### config.mk
export PLATFORM = sky130hd
export DESIGN_NAME = bcd_tick_counter_flat
export DESIGN_NICKNAME = d
export VERILOG_FILES = /design/src/rtl/bcd_tick_counter_if.sv /design/src/rtl/bcd_tick_counter.sv /design/src/flat_wrapper.sv
export SDC_FILE = /design/constraint.sdc
export NUM_CORES = 1
export LEC_CHECK = 0
export ABC_AREA = 1
export BUFFER_PORTS_ARGS = -buffer_cell sky130_fd_sc_hd__buf_2
export CORE_ASPECT_RATIO = 1.4
export CORE_UTILIZATION = 40
export DETAILED_ROUTE_END_ITERATION = 10
export GPL_ROUTABILITY_DRIVEN = 0
export PLACE_DENSITY = 0.63
export SYNTH_ARGS = -nofsm -noshare
export SYNTH_HDL_FRONTEND = slang
export SYNTH_SLANG_ARGS = --single-unit
### constraint.sdc
create_clock -name CLK -period 2.7 [get_ports CLK]
set_input_delay 0.54 -clock CLK [delete_from_list [all_inputs] [get_ports CLK]]
set_output_delay 0.54 -clock CLK [all_outputs]
set_load 0.02 [all_outputs]
### src/rtl/bcd_tick_counter_if.sv
// bcd_tick_counter_if: control/status bundle for bcd_tick_counter.
// Ports: EN, UP, LOAD, LOAD_VAL (master->slave); VAL, TICK, WRAP, ZERO (slave->master).
interface bcd_tick_counter_if #(
    parameter int DIGITS = 4
);
    logic                  EN;
    logic                  UP;
    logic                  LOAD;
    logic [4*DIGITS-1:0]   LOAD_VAL;
    logic [4*DIGITS-1:0]   VAL;
    logic                  TICK;
    logic                  WRAP;
    logic                  ZERO;

    modport master (
        output EN, UP, LOAD, LOAD_VAL,
        input  VAL, TICK, WRAP, ZERO
    );

    modport slave (
        input  EN, UP, LOAD, LOAD_VAL,
        output VAL, TICK, WRAP, ZERO
    );
endinterface

### src/rtl/bcd_tick_counter.sv
// bcd_tick_counter: prescaled multi-digit up/down counter, per-digit modulus.
// Ports: CLK, RST (sync, active-high); bus (slave): EN UP LOAD LOAD_VAL / VAL TICK WRAP ZERO.
module bcd_tick_counter #(
    parameter logic [31:0] PRESCALE = 32'd1_000_000,
    parameter int          DIGITS   = 4,
    parameter logic [31:0] DIG_MOD  = 32'h0000_6A6A
) (
    input  logic              CLK,
    input  logic              RST,
    bcd_tick_counter_if.slave bus
);

    localparam logic [31:0] PS_MAX = PRESCALE - 32'd1;

    function automatic bit f_params_ok();
        logic [3:0] nib;
        if (PRESCALE == 32'd0) return 1'b0;
        if (DIGITS < 1 || DIGITS > 8) return 1'b0;
        for (int i = 0; i < DIGITS; i++) begin
            nib = DIG_MOD[4*i +: 4];
            if (nib < 4'd2 || nib > 4'd10) return 1'b0;
        end
        return 1'b1;
    endfunction

    localparam bit PARAMS_OK = f_params_ok();

    logic [31:0]             r_psc;
    logic [DIGITS-1:0][3:0]  r_dig;
    logic [DIGITS-1:0][3:0]  w_dig_nxt;
    logic [DIGITS-1:0][3:0]  w_load;
    logic                    w_tick;

    // A step only happens on enabled, non-load, non-reset cycles.
    assign w_tick = !RST && !bus.LOAD && bus.EN && (r_psc == PS_MAX);

    for (genvar g = 0; g < DIGITS; g++) begin : g_dig
        localparam logic [3:0] MOD = DIG_MOD[4*g +: 4];
        localparam logic [3:0] TOP = MOD - 4'd1;

        logic       w_ci;
        logic       w_co;
        logic       w_end;
        logic [3:0] w_nxt;
        logic [3:0] w_lv;

        // Carry/borrow ripples combinationally from digit 0 upward.
        if (g == 0) begin : g_first
            assign w_ci = w_tick;
        end else begin : g_rest
            assign w_ci = g_dig[g-1].w_co;
        end

        assign w_end = bus.UP ? (r_dig[g] == TOP) : (r_dig[g] == 4'd0);
        assign w_co  = w_ci && w_end;

        assign w_nxt = !w_ci  ? r_dig[g] :
                       bus.UP ? (w_end ? 4'd0 : r_dig[g] + 4'd1) :
                                (w_end ? TOP  : r_dig[g] - 4'd1);

        assign w_lv          = bus.LOAD_VAL[4*g +: 4];
        assign w_load[g]     = (w_lv >= MOD) ? TOP : w_lv;
        assign w_dig_nxt[g]  = w_nxt;
    end

    always_ff @(posedge CLK) begin
        if (RST) begin
            r_psc <= '0;
            r_dig <= '0;
        end else if (bus.LOAD) begin
            r_psc <= '0;
            r_dig <= w_load;
        end else if (bus.EN) begin
            r_psc <= w_tick ? 32'd0 : r_psc + 32'd1;
            r_dig <= w_dig_nxt;
        end
    end

    assign bus.VAL  = r_dig;
    assign bus.TICK = w_tick;
    assign bus.WRAP = g_dig[DIGITS-1].w_co;
    assign bus.ZERO = (r_dig == '0);

    always_ff @(posedge CLK) begin : p_param_chk
        assert (PARAMS_OK)
        else $error("bcd_tick_counter: illegal PRESCALE/DIGITS/DIG_MOD");
    end

endmodule
### src/flat_wrapper.sv
// flat-port wrapper written by rule: the top's interface ports become plain ports
module bcd_tick_counter_flat 
#(
    parameter logic [31:0] PRESCALE = 32'd1_000_000,
    parameter int          DIGITS   = 4,
    parameter logic [31:0] DIG_MOD  = 32'h0000_6A6A
)
  (CLK, RST, bus_EN, bus_UP, bus_LOAD, bus_LOAD_VAL, bus_VAL, bus_TICK, bus_WRAP, bus_ZERO);
  bcd_tick_counter_if #(.DIGITS(DIGITS)) bus_i ();
  input  logic CLK;
  input  logic RST;
  input wire logic [$bits(bus_i.EN)-1:0] bus_EN;
  input wire logic [$bits(bus_i.UP)-1:0] bus_UP;
  input wire logic [$bits(bus_i.LOAD)-1:0] bus_LOAD;
  input wire logic [$bits(bus_i.LOAD_VAL)-1:0] bus_LOAD_VAL;
  output wire logic [$bits(bus_i.VAL)-1:0] bus_VAL;
  output wire logic [$bits(bus_i.TICK)-1:0] bus_TICK;
  output wire logic [$bits(bus_i.WRAP)-1:0] bus_WRAP;
  output wire logic [$bits(bus_i.ZERO)-1:0] bus_ZERO;
  assign bus_i.EN = bus_EN;
  assign bus_i.UP = bus_UP;
  assign bus_i.LOAD = bus_LOAD;
  assign bus_i.LOAD_VAL = bus_LOAD_VAL;
  assign bus_VAL = bus_i.VAL;
  assign bus_TICK = bus_i.TICK;
  assign bus_WRAP = bus_i.WRAP;
  assign bus_ZERO = bus_i.ZERO;
  bcd_tick_counter #(.PRESCALE(PRESCALE), .DIGITS(DIGITS), .DIG_MOD(DIG_MOD)) u_core (.CLK(CLK), .RST(RST), .bus(bus_i));
endmodule
Word-level counts from Yosys, hierarchy flattened

Cells that the tools add are included.

Equal/unequal tests: 5
Add/subtract/negate cells: 9
Magnitude comparators: 4
Reduce and logical (&&, ||, !) cells: 24
Muxes and demuxes: 27

Operators with widths:

| cell                  | number |
|---|---|
| $mux 4                | 20 |
| $add 32x1->32 const B | 1 |
| $eq 32x20->1 const B  | 1 |
| $mux 16               | 2 |
| $mux 32               | 1 |
| $add 4x1->4 const B   | 4 |
| $logic_not 16->1      | 1 |
| $logic_not 4->1       | 4 |
| $sub 4x1->4 const B   | 4 |
| $reduce_bool 2->1     | 5 |
| $eq 4x3->1 const B    | 2 |
| $eq 4x4->1 const B    | 2 |
| $ge 4x3->1 const B    | 2 |
| $ge 4x4->1 const B    | 2 |
| $reduce_and 2->1      | 4 |
| $logic_and 1x1->1     | 7 |
| $mux 1                | 4 |
| $logic_not 1->1       | 2 |
| $reduce_or 2->1       | 1 |

Output and inout port bits: 19
Logic and storage cells: 74
Input port bits: 21
Register bits after elaboration: 48

Longest topological paths before layout

Gate-level depths: netlist of run 1.

Depth in word-level cells: 10
Depth in mapped cells: 13

Worst setup path after synthesis of run 1

No wires, ideal clock.

Path kind: register to output
From: register u_core.r_dig (netlist bit u_core.bus.VAL[0])
To: output bus_ZERO
Path slack: 0.651 ns
Buffers on the path: 0
Arrival: 1.509 ns
Cell stages (with the launch flop): 5
Cell sequence: dfxtp_1 > inv_1 > ha_1 > nand3_1 > nor4_1

Longest elaborated chain between the ends: 1

RTL lines:

| what                   | line                   | text |
|---|---|---|
| from (decl)            | bcd_tick_counter.sv:29 | `logic [DIGITS-1:0][3:0] r_dig;` |
| from (signal assigned) | bcd_tick_counter.sv:72 | `r_dig <= w_load;` |
| from (signal assigned) | bcd_tick_counter.sv:75 | `r_dig <= w_dig_nxt;` |
| $logic_not 16->1       | bcd_tick_counter.sv:82 | `assign bus.ZERO = (r_dig == '0);` |
| to (decl)              | flat_wrapper.sv:19     | `output wire logic [$bits(bus_i.ZERO)-1:0] bus_ZERO;` |

Every way passes these cells.

Final worst setup path of run 1

From: register u_core.r_psc[0]
To: output bus_WRAP

Longest elaborated chain between the ends: 6

RTL lines:

| what                           | line                   | text |
|---|---|---|
| from (decl)                    | bcd_tick_counter.sv:28 | `logic [31:0] r_psc;` |
| from (signal assigned)         | bcd_tick_counter.sv:74 | `r_psc <= w_tick ? 32'd0 : r_psc + 32'd1;` |
| $eq 32x20->1                   | bcd_tick_counter.sv:35 | `assign w_tick = !RST && !bus.LOAD && bus.EN && (r_psc == PS_MAX);` |
| $logic_and 1x1->1              | bcd_tick_counter.sv:35 |  |
| $logic_and 1x1->1 (4 in a row) | bcd_tick_counter.sv:55 | `assign w_co = w_ci && w_end;` |
| to (decl)                      | flat_wrapper.sv:18     | `output wire logic [$bits(bus_i.WRAP)-1:0] bus_WRAP;` |

Every way passes these cells.

==> flow_metrics.py, run 1 <==
metrics = {
    "run_status": {
        "status": "complete, no violations",
    },
    "global_routing": {
        "grt_max_degree": 22,
        "grt.overflow.total": 0,
        "grt_pass1_vias": 3425,
        "grt_pass1_wl_um": 15350,
        "antenna_found_initial": 0,
        "grt_usage": 0.2205,
    },
    "clocking": {
        "clk_path_buf_depth": 2,
        "cts_resized": 0,
        "holdBufCountCts": 0,
        "cts_tree": "yes",
        "cts_made_buffers": 5,
        "insertion_delay_ns": 0.29,
        "post-cts-setup-buffers": 0,
        "cts_root_buffer": "clkbuf_16",
        "clkSlewWorstSetupHoldPaths_ns": 0.06,
        "cts_sinks": 48,
        "h-tree-depth": 2,
    },
    "setup_path": {
        "rr_startpoint": "u_core.bus.VAL[0]",
        "r2r-end": "u_core.bus.VAL[12]",
        "worst-r2r-cell-count": 12,
        "endpoint_kind": "primary output",
        "worstPathRequired_ns": 2.16,
        "crit_arrival_ns": 1.84,
        "critPathLaunchType": "register",
        "slowest_stage": "dfxtp_1",
        "worstSetupPathType": "register to primary output",
        "slowest_delay_ns": 0.37,
        "reg2reg_slack_ns": 0.70,
        "crit_path_cell_trace": "ha_1 > inv_1 > nor4_1 > nand4_1 > or2_0 > nor2_1 > buf_2",
        "crit_fanout": 3,
    },
    "die": {
        "start_util": 0.4124,
        "die_area_um2": 8778,
        "fp-row-count": 39,
        "num_io_pins": 40,
        "die_h_um": 110.5,
        "coreArea_um2": 8149,
        "die_w_um": 79.47,
    },
    "final_layout": {
        "final_common_cell": "nand2_1",
        "areaGrowthSynthToFinish_pct": 13.07,
        "final_cell_mix": "105 x nand2_1, 78 x nor2_1, 49 x inv_1",
        "n_antenna_cell": 0,
        "final_area_um2": 3800,
        "fin_nets": 592,
        "fillers": 853,
        "drive_above_1_share": 0.1436,
    },
    "power": {
        "powerDensity_nw_per_um2": 448.2,
        "ir_drop_mv": 0.2665,
        "p_leak_uw": 0.001579,
    },
    "routing": {
        "dr.pass1.iters": 5,
        "viasPerCell": 5.335,
        "routed-via-count": 3516,
        "ant_nets": 0,
        "wl_um": 9188,
        "drc": 0,
        "wire_per_inst_um": 13.94,
        "drt_iter0_drc": 120,
    },
    "sta": {
        "tightestPinTransition_ns": 0.6642,
        "max_freq_mhz": 419.5,
        "setup_violations": 0,
        "drv_slew": 0,
        "period_share": 0.8829,
        "relSlewSlack": 0.5567,
        "hold_ws_ns": 0.4601,
        "min_period_ns": 2.384,
        "finalHoldViolCount": 0,
        "tns_ns": 0,
        "fin_skew_ns": 0.004703,
        "rsz0062_at_grt": "false",
    },
    "placement": {
        "postPlaceCellArea_um2": 3650,
        "dpl.hpwl_um": 7187,
        "port_buffers": 39,
    },
    "synthesis": {
        "yosysTopAreaCell": "dfxtp_1",
        "synth_seq_cells": 48,
        "yosys-top-cells-area": "dfxtp_1 29%, nand2_1 12%, nor2_1 8.7%",
        "post-synth-top-area-fraction": 0.2859,
        "synthesis.area_um2": 3361,
        "seq_area_frac_synth": 0.2859,
        "synth.distinct_cells": 37,
        "syn_area_per_cell_um2": 6.500,
        "syn-num-nets": 553,
        "syn_inst": 517,
        "ys_warn_count": 0,
    },
    "min_path": {
        "worstHoldPathCells": 2,
        "hold_path.class": "input pin to register",
        "whs_endpoint": "u_core.bus.VAL[5]",
        "hold_start": "RST",
    },
    "flow_run": {
        "drv_cap": 0,
    },
}
## worst max-delay path by stage
stage / start / end / depth (start not counted)
global route: u_core.r_psc[0] / bus_WRAP / 7
finish: u_core.r_psc[0] / bus_WRAP / 7
CTS: u_core.r_psc[0] / bus_WRAP / 7
detailed placement: RST / bus_WRAP / 8
floorplan: u_core.bus.VAL[0] / bus_ZERO / 4
global placement: RST / bus_WRAP / 8
## Yosys cell counts
cell type,count
nand2_1,105
nor2_1,78
inv_1,49
dfxtp_1,48
nand3_1,43
a21oi_1,28
o21ai_0,23
nor3_1,20
nand4_1,18
ha_1,15
inv_2,12
xor2_1,12
xnor2_1,10
buf_2,6
a31oi_1,5
nand2_2,5
nor2_2,4
nor2_4,4
o22ai_1,4
a21o_1,3
a32oi_1,3
nor3_2,3
nor4_1,3
and3_1,2
nor3b_1,2
a211o_1,1
a211oi_1,1
a22oi_1,1
buf_1,1
buf_4,1
buf_6,1
clkbuf_1,1
nand3_4,1
nor3_4,1
nor3b_2,1
o21ai_1,1
or2_0,1
## registers in the layout, summed over array words and instances (netlist names)
| register | cells |
|---|---|
| u_core.r_psc | 32 |
| u_core.bus.VAL | 16 |
## per-layer routing
layer | GRT usage | up-vias | share of wire
li1 | - | 1777 | -
met1 | 0.2222 | 1611 | 0.40
met2 | 0.4188 | 91 | 0.53
met3 | 0.02645 | 37 | 0.031
met4 | 0.1224 | 0 | 0.045
met5 | 0 | - | 0
## cell families (layout without fill, tap and decap cells)
kind of cell | after synthesis | count (layout) | share of synthesized area
and+or+nand+nor | 291 | 291 | 0.4002
AOI/OAI and AO/OA | 70 | 70 | 0.1158
buffers and inverters | 71 | 111 | 0.08488
xor gates and xnor gates | 22 | 22 | 0.05733
DFF | 48 | 48 | 0.2859
adders and majority gates | 15 | 15 | 0.05585
## cell type report
cell class / instances / area, µm² / area share
clock inverters: 1 / 7.507 / 0.001976
multi-input cells: 398 / 2115 / 0.5565
repair buffers: 42 / 217.7 / 0.05729
inverters: 61 / 229.0 / 0.06026
flip-flops and latches: 48 / 960.9 / 0.2529
well taps: 102 / 127.6 / 0.03359
clock buffers: 7 / 142.6 / 0.03754
## power by group
part           switching, µW  internal, µW  leakage, µW
registers               29.9           727     0.000390
clock network            271           369    0.0000701
logic                    196           109      0.00112
total                    497          1210      0.00158
## critical path, delay by kind of cell, from the launching register on
family	cells	cell delay [ns]
and+or+nand+nor	4	0.69
DFF	1	0.37
buffers and inverters	2	0.25
adders and majority gates	1	0.23
## per-stage QoR
step	cells	total power, µW	worst slack, ns	util
4_1_cts	659	1724	0.3199	0.4663
6_report	659	1703	0.3163	0.4663
3_5_place_dp	651	1076	0.4976	0.4479
2_1_floorplan	517	982.3	0.6515	-
5_1_grt	659	1791	0.09811	0.4663
3_3_place_gp	651	1071	0.4815	0.4479
Note: power is estimated with default switching activity, not from simulation.
==> run 2: changes to the inputs <==
--- a/config.mk
+++ b/config.mk
@@ -8,10 +8,10 @@
 export ABC_AREA = 1
 export BUFFER_PORTS_ARGS = -buffer_cell sky130_fd_sc_hd__buf_2
 export CORE_ASPECT_RATIO = 1.4
-export CORE_UTILIZATION = 40
+export CORE_UTILIZATION = 45
 export DETAILED_ROUTE_END_ITERATION = 10
 export GPL_ROUTABILITY_DRIVEN = 0
-export PLACE_DENSITY = 0.63
+export PLACE_DENSITY = 0.69
 export SYNTH_ARGS = -nofsm -noshare
 export SYNTH_HDL_FRONTEND = slang
 export SYNTH_SLANG_ARGS = --single-unit
==> constraint.sdc (replaced) <==
create_clock -name CLK -period 2.6 [get_ports CLK]
set_input_delay 0.52 -clock CLK [delete_from_list [all_inputs] [get_ports CLK]]
set_output_delay 0.52 -clock CLK [all_outputs]
set_load 0.02 [all_outputs]
==> run 2 against run 1 <==
Against the previous run: clock-buffer cell count shrank 1; design area shrank 1.5%; sequential share of layout area grew 0.40 points; global-route usage grew 0.49 points; critical path depth is the same; non-clock buffer count grew 1; via count shrank 3.4%; critical path type unchanged; largest cell class unchanged.
==> flow_metrics.py, run 2 (same netlist as run 1, synthesis figures left out) <==
metrics = {
    "global_routing": {
        "grt_max_degree": 17,
        "grt_pass1_vias": 3150,
        "grt.overflow.total": 0,
        "antenna_found_initial": 0,
        "met2_usage": 0.4221,
        "grt_use_met3": 0.03391,
        "grt_busiest_layer": "met2",
        "grt_pass1_wl_um": 13590,
        "grt_usage": 0.2254,
        "grt_use_met1": 0.2277,
    },
    "die": {
        "die_h_um": 104.3,
        "die_w_um": 75.04,
        "start_util": 0.4752,
        "num_io_pins": 40,
        "die_area_um2": 7822,
        "fp-row-count": 36,
        "coreArea_um2": 7072,
    },
    "sta": {
        "finalHoldViolCount": 0,
        "rsz0062_at_grt": "false",
        "tns_ns": 0,
        "min_period_ns": 2.426,
        "setup_violations": 0,
        "drv_slew": 0,
        "relSlewSlack": 0.7202,
        "tightestPinTransition_ns": 0.4192,
        "hold_ws_ns": 0.4078,
        "period_share": 0.9330,
        "fin_skew_ns": 0.01207,
        "max_freq_mhz": 412.2,
    },
    "clocking": {
        "clk_path_buf_depth": 2,
        "insertion_delay_ns": 0.31,
        "clkSlewWorstSetupHoldPaths_ns": 0.09,
        "cts_sinks": 48,
        "cts_tree": "yes",
        "post-cts-setup-buffers": 0,
        "cts_resized": 0,
        "cts_made_buffers": 5,
        "cts_root_buffer": "clkbuf_8",
        "h-tree-depth": 2,
        "holdBufCountCts": 0,
    },
    "power": {
        "p_clk_frac": 0.298,
        "seqPwrFrac": 0.503,
        "powerDensity_nw_per_um2": 417.2,
        "switching_share": 0.3070,
        "p_leak_uw": 0.001565,
        "p_switching_uw": 479.2,
        "p_int_uw": 1082,
        "pwr-share-comb": 0.199,
        "ir_drop_mv": 0.2892,
        "power_uw": 1561,
    },
    "final_layout": {
        "areaGrowthSynthToFinish_pct": 11.32,
        "fillers": 734,
        "n_antenna_cell": 0,
        "multiInputGateArea_um2": 2115,
        "drive_above_1_share": 0.1470,
        "final-seq-area_um2": 960.9,
        "final_cell_mix": "105 x nand2_1, 78 x nor2_1, 49 x inv_1",
        "top_register": "u_core.r_psc",
        "final_common_cell": "nand2_1",
        "fin_nets": 593,
        "largest_reg_flops": 32,
        "finish.utilization": 0.5290,
    },
    "run_status": {
        "status": "complete, no violations",
    },
    "setup_path": {
        "rr_startpoint": "u_core.bus.VAL[0]",
        "reg2reg_slack_ns": 0.68,
        "endpoint": "bus_WRAP",
        "worst-r2r-cell-count": 12,
        "slowest_stage": "dfxtp_1",
        "critPathLaunchType": "register",
        "crit_arrival_ns": 1.91,
        "r2r-end": "u_core.bus.VAL[14]",
        "slowest_delay_ns": 0.38,
        "startpoint": "u_core.r_psc[0]",
        "worstPathRequired_ns": 2.08,
        "worstSetupPathType": "register to primary output",
        "crit_fanout": 3,
        "endpoint_kind": "primary output",
        "crit_path_cell_trace": "ha_1 > inv_1 > nor4_1 > nand4_1 > or2_0 > nor2_1 > buf_2",
    },
    "routing": {
        "drt_iter0_drc": 115,
        "dr.pass1.iters": 4,
        "wire_per_inst_um": 13.00,
        "wl_um": 8489,
        "ant_nets": 0,
        "viasPerCell": 5.202,
        "drc": 0,
        "routed-via-count": 3397,
    },
    "placement": {
        "port_buffers": 39,
        "dpl.hpwl_um": 6727,
    },
    "flow_run": {
        "drv_cap": 0,
    },
    "min_path": {
        "hold_path.class": "input pin to register",
    },
}
run 2: routing by layer:
| metal | wire, µm | part of all wire | up-vias |
|---|---|---|---|
| li1 | - | - | 1784 |
| met1 | 3363 | 0.40 | 1522 |
| met2 | 4596 | 0.54 | 72 |
| met3 | 296 | 0.035 | 19 |
| met4 | 232 | 0.027 | 0 |
| met5 | 0 | 0 | - |
run 2: layout make-up:
type,count,share of cell area
Tap cell,95,0.03177
Inverter,61,0.06120
Sequential cell,48,0.2569
Clock buffer,6,0.02207
Clock inverter,2,0.002676
Multi-Input combinational cell,398,0.5652
Timing Repair Buffer,43,0.06020
run 2: stage by stage:
stage          worst slack, ns  instance area (µm²)  std cells
2_1_floorplan           0.5715                 3361        517
3_3_place_gp            0.4290                 3649        645
3_5_place_dp            0.3897                 3649        645
4_1_cts                 0.1778                 3741        653
5_1_grt                0.01784                 3741        653
6_report                0.1742                 3741        653
run 2: critical path, delay by kind of cell (launching register included):
kind | cells | cell delay [ns]
flip-flops | 1 | 0.38
AND/OR/NAND/NOR | 4 | 0.73
buffers and inverters | 2 | 0.27
adder cells (fa/ha/maj) | 1 | 0.22
run 2: how the worst min path moves through the flow:
stage	from	to	depth (start not counted)
after floorplan	u_core.r_psc[0]	u_core.r_psc[0]	2
after global placement	u_core.r_psc[0]	u_core.r_psc[0]	2
after detailed placement	u_core.r_psc[0]	u_core.r_psc[0]	2
after CTS	RST	u_core.bus.VAL[6]	2
after global routing	RST	u_core.bus.VAL[7]	2
final	RST	u_core.bus.VAL[6]	2
run 2: power groups by stage:
stage | sequential, µW | combinational [µW] | clock (µW)
floorplan | 818 | 202 | 0
global placement | 802 | 305 | 0
detailed placement | 803 | 309 | 0
CTS | 786 | 310 | 487
global route | 790 | 350 | 514
finish | 785 | 310 | 466
